`src/rtl/irq_arbiter.sv`:
```
// Machine-mode interrupt arbiter: captures MSI/MTI/MEI, picks by priority MEI > MSI > MTI,
// and presents one request to the core over a valid/ack handshake. Optional macro: IRQ_ARBITER_SYNC_EN.
module irq_arbiter #(
  parameter int                      DATA_WIDTH       = 32,
  parameter int                      ADDRESS_BITS     = 32,
  parameter int                      NUM_EXT          = 4,
  parameter logic [ADDRESS_BITS-1:0] MSIP_ADDR        = 32'h0020_0000,
  parameter logic [ADDRESS_BITS-1:0] EXT_PENDING_ADDR = 32'h0020_0010,
  parameter logic [ADDRESS_BITS-1:0] EXT_ENABLE_ADDR  = 32'h0020_0014
) (
  input  logic                    clock,
  input  logic                    reset,
  input  logic                    readEnable,
  input  logic                    writeEnable,
  input  logic [DATA_WIDTH/8-1:0] writeByteEnable,
  input  logic [ADDRESS_BITS-1:0] address,
  input  logic [DATA_WIDTH-1:0]   writeData,
  output logic [DATA_WIDTH-1:0]   readData,
  input  logic                    timer_interrupt,
  input  logic [NUM_EXT-1:0]      ext_irq,
  input  logic                    mstatus_mie,
  input  logic                    mie_msie,
  input  logic                    mie_mtie,
  input  logic                    mie_meie,
  output logic                    irq_valid,
  output logic [3:0]              irq_cause,
  output logic [3:0]              irq_ext_id,
  input  logic                    irq_ack
);

  if (!(DATA_WIDTH == 32 || DATA_WIDTH == 64) || NUM_EXT < 1 || NUM_EXT > 16) begin : g_param_check
    $error("irq_arbiter: DATA_WIDTH must be 32 or 64 and NUM_EXT must be 1..16");
  end

  localparam logic [1:0] IDLE = 2'd0;
  localparam logic [1:0] REQ  = 2'd1;
  localparam logic [1:0] ACKD = 2'd2;

  localparam logic [3:0] CAUSE_MSI = 4'd3;
  localparam logic [3:0] CAUSE_MTI = 4'd7;
  localparam logic [3:0] CAUSE_MEI = 4'd11;

  logic [1:0]            state_q, state_d;
  logic [3:0]            cause_q, cause_d;
  logic [3:0]            id_q, id_d;
  logic                  msip_q, msip_d;
  logic [NUM_EXT-1:0]    pending_q, pending_d;
  logic [NUM_EXT-1:0]    enable_q, enable_d;
  logic [NUM_EXT-1:0]    hist_q, hist_d;
  logic [DATA_WIDTH-1:0] read_data_q, read_data_d;

  logic [NUM_EXT-1:0]    ext_in;
  logic [NUM_EXT-1:0]    rise;
  logic [NUM_EXT-1:0]    wr_lane_mask;
  logic [NUM_EXT-1:0]    w1c_clear;
  logic [NUM_EXT-1:0]    ack_clear;
  logic [NUM_EXT-1:0]    ext_ready;
  logic                  sel_msip, sel_pend, sel_en;
  logic                  mei, msi, mti;
  logic                  line_ready, latched_eligible, ack_take;
  logic [3:0]            win_id;
  logic                  unused_bits;

  assign unused_bits = ^{writeData, writeByteEnable};

`ifdef IRQ_ARBITER_SYNC_EN
  logic [NUM_EXT-1:0] sync1_q, sync1_d;
  logic [NUM_EXT-1:0] sync2_q, sync2_d;

  always_comb begin
    sync1_d = ext_irq;
    sync2_d = sync1_q;
  end

  always_ff @(posedge clock) begin
    if (reset) begin
      sync1_q <= '0;
      sync2_q <= '0;
    end else begin
      sync1_q <= sync1_d;
      sync2_q <= sync2_d;
    end
  end

  assign ext_in = sync2_q;
`else
  assign ext_in = ext_irq;
`endif

  always_comb begin
    sel_msip = (address == MSIP_ADDR);
    sel_pend = (address == EXT_PENDING_ADDR);
    sel_en   = (address == EXT_ENABLE_ADDR);
    for (int i = 0; i < NUM_EXT; i++) begin
      wr_lane_mask[i] = writeByteEnable[i/8];
    end
    w1c_clear = (writeEnable && sel_pend) ? (writeData[NUM_EXT-1:0] & wr_lane_mask) : '0;
  end

  // Eligibility is evaluated on registered pending/msip so a new source requests one edge later.
  always_comb begin
    ext_ready = pending_q & enable_q;
    mei = mstatus_mie & mie_meie & (|ext_ready);
    msi = mstatus_mie & mie_msie & msip_q;
    mti = mstatus_mie & mie_mtie & timer_interrupt;
    win_id = 4'd0;
    for (int i = NUM_EXT - 1; i >= 0; i--) begin
      if (ext_ready[i]) win_id = 4'(i);
    end
    line_ready = 1'b0;
    for (int i = 0; i < NUM_EXT; i++) begin
      if (id_q == 4'(i)) line_ready = ext_ready[i];
    end
    case (cause_q)
      CAUSE_MEI: latched_eligible = mstatus_mie & mie_meie & line_ready;
      CAUSE_MSI: latched_eligible = msi;
      CAUSE_MTI: latched_eligible = mti;
      default:   latched_eligible = 1'b0;
    endcase
  end

  always_comb begin
    state_d  = state_q;
    cause_d  = cause_q;
    id_d     = id_q;
    ack_take = 1'b0;
    case (state_q)
      IDLE: begin
        if (mei) begin
          state_d = REQ;
          cause_d = CAUSE_MEI;
          id_d    = win_id;
        end else if (msi) begin
          state_d = REQ;
          cause_d = CAUSE_MSI;
          id_d    = 4'd0;
        end else if (mti) begin
          state_d = REQ;
          cause_d = CAUSE_MTI;
          id_d    = 4'd0;
        end
      end
      REQ: begin
        if (irq_ack) begin
          state_d  = ACKD;
          ack_take = 1'b1;
        end else if (!latched_eligible) begin
          state_d = IDLE;
        end
      end
      ACKD:    state_d = IDLE;
      default: state_d = IDLE;
    endcase
  end

  // A new edge in the same cycle as a clear must leave the line pending.
  always_comb begin
    hist_d = ext_in;
    rise   = ext_in & ~hist_q;
    for (int i = 0; i < NUM_EXT; i++) begin
      ack_clear[i] = ack_take && (cause_q == CAUSE_MEI) && (id_q == 4'(i));
    end
    pending_d = (pending_q & ~(w1c_clear | ack_clear)) | rise;
  end

  always_comb begin
    msip_d = msip_q;
    if (writeEnable && sel_msip && writeByteEnable[0]) msip_d = writeData[0];
    enable_d = enable_q;
    if (writeEnable && sel_en) begin
      enable_d = (enable_q & ~wr_lane_mask) | (writeData[NUM_EXT-1:0] & wr_lane_mask);
    end
    read_data_d = read_data_q;
    if (readEnable) begin
      read_data_d = '0;
      if (sel_msip)      read_data_d[0] = msip_q;
      else if (sel_pend) read_data_d[NUM_EXT-1:0] = pending_q;
      else if (sel_en)   read_data_d[NUM_EXT-1:0] = enable_q;
    end
  end

  always_ff @(posedge clock) begin
    if (reset) begin
      state_q     <= IDLE;
      cause_q     <= 4'd0;
      id_q        <= 4'd0;
      msip_q      <= 1'b0;
      pending_q   <= '0;
      enable_q    <= '0;
      hist_q      <= '0;
      read_data_q <= '0;
    end else begin
      state_q     <= state_d;
      cause_q     <= cause_d;
      id_q        <= id_d;
      msip_q      <= msip_d;
      pending_q   <= pending_d;
      enable_q    <= enable_d;
      hist_q      <= hist_d;
      read_data_q <= read_data_d;
    end
  end

  assign readData   = read_data_q;
  assign irq_valid  = (state_q == REQ);
  assign irq_cause  = cause_q;
  assign irq_ext_id = id_q;

endmodule

```
`config.mk`:
```
export PLATFORM = sky130hd
export DESIGN_NAME = irq_arbiter
export DESIGN_NICKNAME = d
export VERILOG_FILES = /design/src/rtl/irq_arbiter.sv
export SDC_FILE = /design/constraint.sdc
export NUM_CORES = 1
export LEC_CHECK = 0
export CAP_MARGIN = 20
export CORE_AREA = 2 2 65 82
export CTS_CLUSTER_SIZE = 28
export DETAILED_ROUTE_END_ITERATION = 7
export DIE_AREA = 0 0 67 84
export PLACE_DENSITY = 0.77
export SETUP_SLACK_MARGIN = 0.02
export SKIP_CTS_REPAIR_TIMING = 1
export SLEW_MARGIN = 10
export SYNTH_ARGS = -nofsm -noshare
export SYNTH_HDL_FRONTEND = slang
export SYNTH_SLANG_ARGS = --single-unit
```
`constraint.sdc`:
```
create_clock -name clock -period 1.6 [get_ports clock]
set_input_delay 0.4 -clock clock [delete_from_list [all_inputs] [get_ports clock]]
set_output_delay 0.4 -clock clock [all_outputs]
set_load 0.01 [all_outputs]
```
==> summary.md <==
| Metric | Value |
|---|---|
| Run status | finished, final reports clean |
| Deepest level of the CTS H-tree | 1 |
| Clock tree from TritonCTS | done |
| Die Wd | 67 µm |
| Total of buffers placed on input and output ports | 61 |
| WP buf/inv | 1 |
| Root Buffer Master | clkbuf_8 |
| Delay of the slowest cell on the worst path | 0.53 ns |
| Antenna diode instance count | 0 |
| Overall Global Routing Usage | 13.7% |
| Fill count | 441 |
| Top Family by Delay on Critical Path | buffers and inverters |
| Largest net degree at the start of global routing | 15 |
| Setup TNS | 0 ns |
| Number of global-route vias before repair | about 1400 |
| Per-cell routed wire length | 14.3 µm |
| MaxCap Viol Count | 0 |
| Number of distinct library cells after synthesis | 47 |
| Antenna violation net count after detailed routing | 0 |
| Power Dens Cells | roughly 570 nW/µm² |
| Combined area of the multi-input logic cells | 1060 µm² |
| Top post-synthesis cells by area | dfxtp_1 30%, buf_4 15%, nor4_2 3.9% |
| Area Growth Syn to Fin | 63.2% |
| Count of final hold-check violations | 0 |
| Fin worst setup slack | between 0.05 and 0.06 ns |
| Yosys synthesis warning count | 0 |
| Final min period | 1.55 ns |
| RSZ-0062 raised after global routing | true |
| Launch point of the critical path | readData[3]$_SDFFE_PP0P_ |
| Insertion delay of the later-clocked pin in the worst-skew pair | 0.27 ns |
| Count of final setup violators | 0 |
| Number of remaining DRC errors | 0 |
| Ratio of cells with drive above 1 in the final layout | roughly 23% |
| Cell with the largest stage delay on the worst path | clkdlybuf4s50_1 |
| Placeable core region | 4930 µm² |
| CTS Buffer Depth | 2 |
| Most instantiated flip-flop cell in the synthesis netlist | dfxtp_1 |
| Pre-CTS setup slack | -0.486 ns |
| Wire length after detailed routing | 4.48 mm |
| Cell breakdown of the critical path | clkdlybuf4s50_1 |
| Mapped Cells | 175 |
| Final setup skew | 0.00207 ns |
| Combined flip-flop and latch cell area | 483 µm² |
| Final clock period utilization by the worst path | approximately 97% |
| Worst-path maximum fanout | 2 |
| Sequential cell area fraction in the yosys report | 30.1% |
| # nets final | 335 |
| Count of flip-flops with a built-in enable after synthesis | 0 |
| Die outline area | 5630 µm² |
| Hold path startpoint | hist_q[1]$_SDFF_PP0_ |
| Routed via count divided by cell count | 5.09 |
| Asr flop ratio synth | 0% |
| Number of vias in the routed layout | about 1600 |
| Site row count | 29 |
| VDD IR max | 0.513 mV |
| Synthesis-stage register bit count | 24 |
| Detailed placer's ending HPWL | between 3 and 4 mm |
| Number of DRC markers after the initial detailed-route iteration | 57 |
| Largest area contributor in the synthesized netlist | dfxtp_1 |
| Final weighted congestion of routability-driven global placement | 0.804 |
| DIE HEIGHT | 84 µm |
| Number of clock sinks seen by CTS | 24 |
| Global-route wire length before repair | 6.11 mm |
| Overflow left after global routing | 0 |
| Top Ports | 123 |
| Detailed-router iteration count before antenna repair | 6 |
| Worst Path Class, Setup | register to primary output |
| Leakage component of the power | ~0.0014 µW |
| Synthesized area divided by synthesized cell count | between 9 and 10 µm² |
| Startpoint type of the worst setup path | register |
| Initial core utilization | 32.3% |
| Maximum frequency from static timing analysis | 646 MHz |
| Number of pins with negative max-slew slack in the final report | 0 |
| Worst min path class | register to register |
| Data arrival, critical path | 1.15 ns |
| Share of the synthesized area in the top cell type | a little under a third |
| TritonCTS Buffers | 3 |
| Initial antenna violation count | 0 |
| Type of element capturing the critical path | primary output |
| Critical path required time | 1.20 ns |
| Netlist area before placement | between 1500 and 2000 µm² |
| Clock-pin slew on the worst setup and hold paths | 0.09 ns |
-- cell usage in the layout, fill, tap and decap left out, drive strengths merged, types with 7 or more instances in the layout --
master | netlist | layout
dlymetal6s2s | 0 | 39
conb | 1 | 30
dfxtp | 24 | 24
clkdlybuf4s50 | 0 | 22
buf | 33 | 16
inv | 13 | 13
nor4 | 10 | 10
nand4 | 8 | 9
nand2 | 8 | 8
nor2 | 7 | 7
-- cell families after synthesis --
group	synth area share, %
mux	4.23
flops	30.1
compound gates	17.6
other cells	0.235
buf+inv	20.0
simple gates	27.8
-- synthesized netlist by cell type, types with 2 or more instances --
| library cell | n |
|---|---|
| a31oi_1 | 2 |
| o21ai_0 | 2 |
| dfxtp_1 | 24 |
| o31ai_1 | 4 |
| mux2_2 | 3 |
| a31o_2 | 2 |
| nor2b_1 | 5 |
| o311ai_0 | 5 |
| a21oi_1 | 6 |
| a211oi_1 | 2 |
| nand2_1 | 4 |
| nor2_1 | 6 |
| inv_1 | 12 |
| clkbuf_8 | 2 |
| a32o_1 | 4 |
| nand2_2 | 3 |
| and2b_1 | 2 |
| and4_1 | 3 |
| nand4_1 | 6 |
| nor3b_1 | 2 |
| nor4_2 | 5 |
| nand3_1 | 6 |
| buf_4 | 31 |
| a22oi_1 | 2 |
| buf_2 | 2 |
| o2bb2ai_1 | 4 |
| and3_1 | 2 |
| nand4_2 | 2 |
| nor4_1 | 4 |
-- cell type report --
| cell class | count | area share, % |
|---|---|---|
| Multi-Input combinational cell | 133 | 40.8 |
| Timing Repair Buffer | 78 | 33.1 |
| Inverter | 13 | 1.87 |
| Tap cell | 62 | 2.98 |
| Clock inverter | 1 | 1.15 |
| Sequential cell | 24 | 18.5 |
| Clock buffer | 3 | 1.59 |
-- through the flow --
stage	instance area, µm²	power [µW]	hold slack, ns	util (%)	std cells
2_1_floorplan	1700	804	0.436	-	204
3_3_place_gp	2200	923	0.443	44.7	303
3_5_place_dp	2200	927	0.442	44.7	303
4_1_cts	2280	1450	0.463	46.1	307
5_1_grt	2600	1530	0.491	52.8	314
6_report	2600	1470	0.464	52.8	314
-- final timing paths --
kind / end / slack [ns] / cells after the start
min: pending_q[1]$_SDFF_PP0_ / 0.46 / 2
min reg2reg: pending_q[1]$_SDFF_PP0_ / 0.46 / 2
max: readData[3] / 0.05 / 1
max reg2reg: irq_cause[2]$_SDFFE_PP0P_ / 0.13 / 5
-- tightest hold or removal path, stage by stage (launching register included) --
cell       delay, ns
dfxtp_1         0.30
inv_1           0.04
o2bb2ai_1       0.09
-- per-layer routing --
layer  share of wire [%]  GRT usage, %
met5                   0             0
met2                  53          24.0
met1                  39          16.1
met4                 1.3          4.64
met3                 7.1          2.70
-- where the power goes --
group	internal (µW)	switching [µW]	total, µW
clock network	335	202	537
logic	161	142	303
registers	616	18.3	634
total	1110	363	1470
Power figures use the tool's default switching activity.
